--- src/rtl/alu_pkg.sv ---
// rtl/alu_pkg.sv - ALU operation encodings and NZCV flag bit positions
package alu_pkg;

  localparam logic [1:0] ALU_ADD = 2'b00;
  localparam logic [1:0] ALU_SUB = 2'b01;
  localparam logic [1:0] ALU_AND = 2'b10;
  localparam logic [1:0] ALU_ORR = 2'b11;

  localparam int FLAG_N = 3;
  localparam int FLAG_Z = 2;
  localparam int FLAG_C = 1;
  localparam int FLAG_V = 0;

  typedef logic [3:0] nzcv_t;

endpackage

--- src/rtl/alu_adder.sv ---
// rtl/alu_adder.sv - shared add/subtract adder with invert-B, carry-out and signed overflow
module alu_adder #(
  parameter int WIDTH = 32
) (
  input  logic [WIDTH-1:0] a,
  input  logic [WIDTH-1:0] b,
  input  logic             invert_b,
  input  logic             cin,
  output logic [WIDTH-1:0] sum,
  output logic             cout,
  output logic             overflow
);

  logic [WIDTH-1:0] b_eff;
  logic [WIDTH:0]   full;

  always_comb begin
    b_eff    = invert_b ? ~b : b;
    full     = {1'b0, a} + {1'b0, b_eff} + {{WIDTH{1'b0}}, cin};
    sum      = full[WIDTH-1:0];
    cout     = full[WIDTH];
    // Signed overflow: operands agree in sign but the result does not.
    overflow = (a[WIDTH-1] == b_eff[WIDTH-1]) && (full[WIDTH-1] != a[WIDTH-1]);
  end

endmodule

--- src/rtl/alu.sv ---
// rtl/alu.sv - 32-bit ADD/SUB/AND/ORR ALU with combinational NZCV flags and a registered flag copy
module alu
  import alu_pkg::*;
#(
  parameter int WIDTH = 32
) (
  input  logic             clk,
  input  logic             reset,
  input  logic [WIDTH-1:0] src_a,
  input  logic [WIDTH-1:0] src_b,
  input  logic [1:0]       alu_control,
  input  logic [1:0]       flag_we,
  output logic [WIDTH-1:0] alu_result,
  output logic [3:0]       alu_flags,
  output logic [3:0]       flags_q
);

  logic             is_sub;
  logic             is_arith;
  logic [WIDTH-1:0] sum;
  logic             cout;
  logic             ovf;

  assign is_sub   = (alu_control == ALU_SUB);
  assign is_arith = (alu_control == ALU_ADD) || (alu_control == ALU_SUB);

  // SUB reuses the adder as a + ~b + 1, so carry-out means "no borrow".
  alu_adder #(.WIDTH(WIDTH)) u_adder (
    .a        (src_a),
    .b        (src_b),
    .invert_b (is_sub),
    .cin      (is_sub),
    .sum      (sum),
    .cout     (cout),
    .overflow (ovf)
  );

  always_comb begin
    alu_result = sum;
    case (alu_control)
      ALU_ADD: alu_result = sum;
      ALU_SUB: alu_result = sum;
      ALU_AND: alu_result = src_a & src_b;
      ALU_ORR: alu_result = src_a | src_b;
      default: alu_result = sum;
    endcase
  end

  always_comb begin
    alu_flags         = 4'b0000;
    alu_flags[FLAG_N] = alu_result[WIDTH-1];
    alu_flags[FLAG_Z] = (alu_result == '0);
    alu_flags[FLAG_C] = is_arith & cout;
    alu_flags[FLAG_V] = is_arith & ovf;
  end

  always_ff @(posedge clk) begin
    if (reset) begin
      flags_q <= 4'b0000;
    end else begin
      if (flag_we[1]) flags_q[3:2] <= alu_flags[3:2];
      if (flag_we[0]) flags_q[1:0] <= alu_flags[1:0];
    end
  end

endmodule

--- config.mk ---
export PLATFORM = sky130hd
export DESIGN_NAME = alu
export DESIGN_NICKNAME = d
export VERILOG_FILES = /design/src/rtl/alu_pkg.sv /design/src/rtl/alu_adder.sv /design/src/rtl/alu.sv
export SDC_FILE = /design/constraint.sdc
export NUM_CORES = 1
export LEC_CHECK = 0
export CAP_MARGIN = 20
export CORE_AREA = 8 8 131 133
export DETAILED_ROUTE_END_ITERATION = 12
export DIE_AREA = 0 0 139 141
export PLACE_DENSITY_LB_ADDON = 0.25
export SKIP_CTS_REPAIR_TIMING = 1
export SLEW_MARGIN = 20
export SYNTH_ARGS = -nofsm -noshare
export SYNTH_HDL_FRONTEND = slang
export SYNTH_SLANG_ARGS = --single-unit
--- constraint.sdc ---
create_clock -name clk -period 18.5 [get_ports clk]
set_input_delay 2.775 -clock clk [delete_from_list [all_inputs] [get_ports clk]]
set_output_delay 2.775 -clock clk [all_outputs]
set_load 0.01 [all_outputs]
==> out/qor.csv <==
metric,value,unit
status,"finished, final reports clean",
vias,4544,
areaGrowthSynthToFinish,35.1,%
worst_slew_pin_slew,0.858,ns
min-delay-path-class,flop to flop,
ctsHtreeMaxLevel,1,
syn-num-nets,650,
die_w,139,um
core_area,15000,sq um
clkLatencyLatePin,0.23,ns
rows,45,
cts_buffers,3,
worstRegToRegCells,2,
top_register,flags_q,
p_leak,1.80,nW
clock_sinks,4,
clock_path_buffers,2,
drv_slew,0,
placed_cells,813,
die_h,141,um
tritoncts,yes,
hold_ws,0.469,ns
async_flop_share,0,%
ys_ff_latch,4,
startpoint_type,input pin,
worstSetupPathType,input pin to output port,
final_cells,816,
gp_congestion,0.906,
dr.pass1.iters,5,
ys_types,79,
path_max_fanout,64,
root_buffer,clkbuf_16,
ant_nets,0,
fin_nets,736,
synth.area.mux_share,1.70,%
max_freq,85.6,MHz
grt_antenna_before_repair,0,
place_area,4900,sq um
drive_above_1_share,4.14,%
arrival,8.90,ns
drc,0,
overflow,0,
netlist_area,3680,sq um
ir_drop,0.0314,mV
rsz0062_at_grt,no,
hold_depth,2,
synth_top_family_by_area,compound AO/OA/AOI/OAI gates,
die_area,19600,sq um
synth_warnings,0,
wl_per_cell,18.7,um
n_fill_cell,1595,
first_global_vias,4552,
wirelength,15300,um
grt_util_all_layers,14.8,%
cts.clk_slew.worst_paths,0.03,ns
dp_hpwl,12400,um
io_pins,110,
power_density,53.1,nW/um^2
grt_max_degree,65,
synth_area_leaders,"ha_1, xnor2_1, a21oi_1",
setup_viol,0,
yosys.area_share.simple,26.4,%
reg.largest.list,flags_q: 4 flops,
endpoint_kind,output port,
drt-initial-drc-count,361,
fin_setup_tns,0,ns
hold_violations,0,
synth.largest_area_cell,ha_1,
portBuffers,109,
synth-seq-area-share,2.17,%
synth_flop_cell,dfxtp_1,
max_cap_violations,0,
start_util,24.6,%
max-slew-margin-rel,41.3,%
finalClockSkew,0,ns
viasPerCell,5.57,
synth_compound_area_share,36.6,%
synth_area_per_cell,6.77,sq um
post-route-period-util,63.1,%
cp.required,15.73,ns
diodes,0,
synth_edf_count,0,
largest_reg_flops,4,
synth-xor-area-share,9.04,%
grt_pass1_wl,24000,um
post-route-min-period,11.68,ns
yosys.area_share.adder,19.0,%
syn_inst,544,
fin_area,4980,sq um
synth_top_area_share,11.9,%
[layer usage]
layer / GRT usage [%] / part of all wire, % / wire (um) / vias up
met4: 3.70 / 1.9 / 284 / 0
met2: 24.8 / 45 / 6840 / 141
li1: - / - / - / 2259
met3: 2.53 / 6.0 / 915 / 23
met5: 0 / 0 / 0 / -
met1: 19.2 / 47 / 7220 / 2121
[cell usage in the layout (no fill, tap or decap), drive strengths merged, types with 4 or more instances in the layout]
cell type / instances
xor2: 4
nand4: 9
nor3: 13
o211ai: 15
buf: 4
a311oi: 4
nand3: 8
inv: 16
dfxtp: 4
o31ai: 7
nand2: 62
or3: 7
clkdlybuf4s50: 108
mux2i: 4
nor4: 7
ha: 35
o22ai: 4
o21ai: 32
nor2b: 7
or4: 5
xnor2: 34
maj3: 24
a21oi: 55
and2: 7
nor2: 41
or4b: 4
a211oi: 9
o21a: 13
a21o: 14
a31oi: 4
o21bai: 4
[synth_stat cells (all sizes together), types with 8 or more instances]
master,instances
o21a,13
o21ai,32
xnor2,34
a21oi,55
nand3,8
o211ai,15
nand4,9
a21o,14
a211oi,9
ha,35
nor2,41
nor3,13
maj3,24
clkbuf,24
inv,16
nand2,62
[worst paths after layout]
path / end / slack (ns) / from
worst max register to register: flags_q[2] / 17.77 / flags_q[2]
worst min register to register: flags_q[0] / 0.47 / flags_q[0]
worst max-delay path: alu_flags[2] / 6.82 / alu_control[1]
worst min-delay path: flags_q[0] / 0.47 / flags_q[0]
[cells by family after synthesis]
family | Yosys count
AO/OA/AOI/OAI | 200
AND/OR/NAND/NOR | 189
adder cells (fa/ha/maj) | 60
buffers and inverters | 47
XOR/XNOR | 38
multiplexers | 6
flip-flops | 4
[area by class of cell]
type	count	area, sq um	area share (%)
inverter	16	60.1	1.21
tap	188	235	4.73
sequential	4	80.1	1.61
multi-input combinational	493	3420	68.7
clock buffer	3	75.1	1.51
timing repair buffer	112	1110	22.3
[worst max-delay path: stages]
cell and delay (ns):
buf_2 0.10, buf_4 0.32, inv_2 0.61, nand2_2 0.48, xnor2_1 0.33, inv_1 0.09, fa_1 0.44, nor2b_1 0.24
o2111a_1 0.31, o21ai_0 0.14, a311o_1 0.36, or4_1 0.59, nor4_1 0.40, and4b_4 0.30, or4b_1 0.50, nor4_2 0.29
clkdlybuf4s50_1 0.59
[metrics by stage]
stage	utilization, %	power (mW)	worst slack [ns]
after floorplan	-	0.143	7.67
after global placement	32.7	0.226	6.94
after CTS	33.2	0.264	6.83
final	33.2	0.264	6.82
after detailed placement	32.7	0.227	6.86
after global routing	33.2	0.285	6.46
[power breakdown]
group | leakage, nW | switching, mW | internal [mW]
Sequential | 0.0326 | 0.000231 | 0.00918
Clock | 0.0370 | 0.00676 | 0.0277
Combinational | 1.73 | 0.123 | 0.0974
Total | 1.80 | 0.130 | 0.134
No activity file was read; power rests on OpenSTA's default activity.
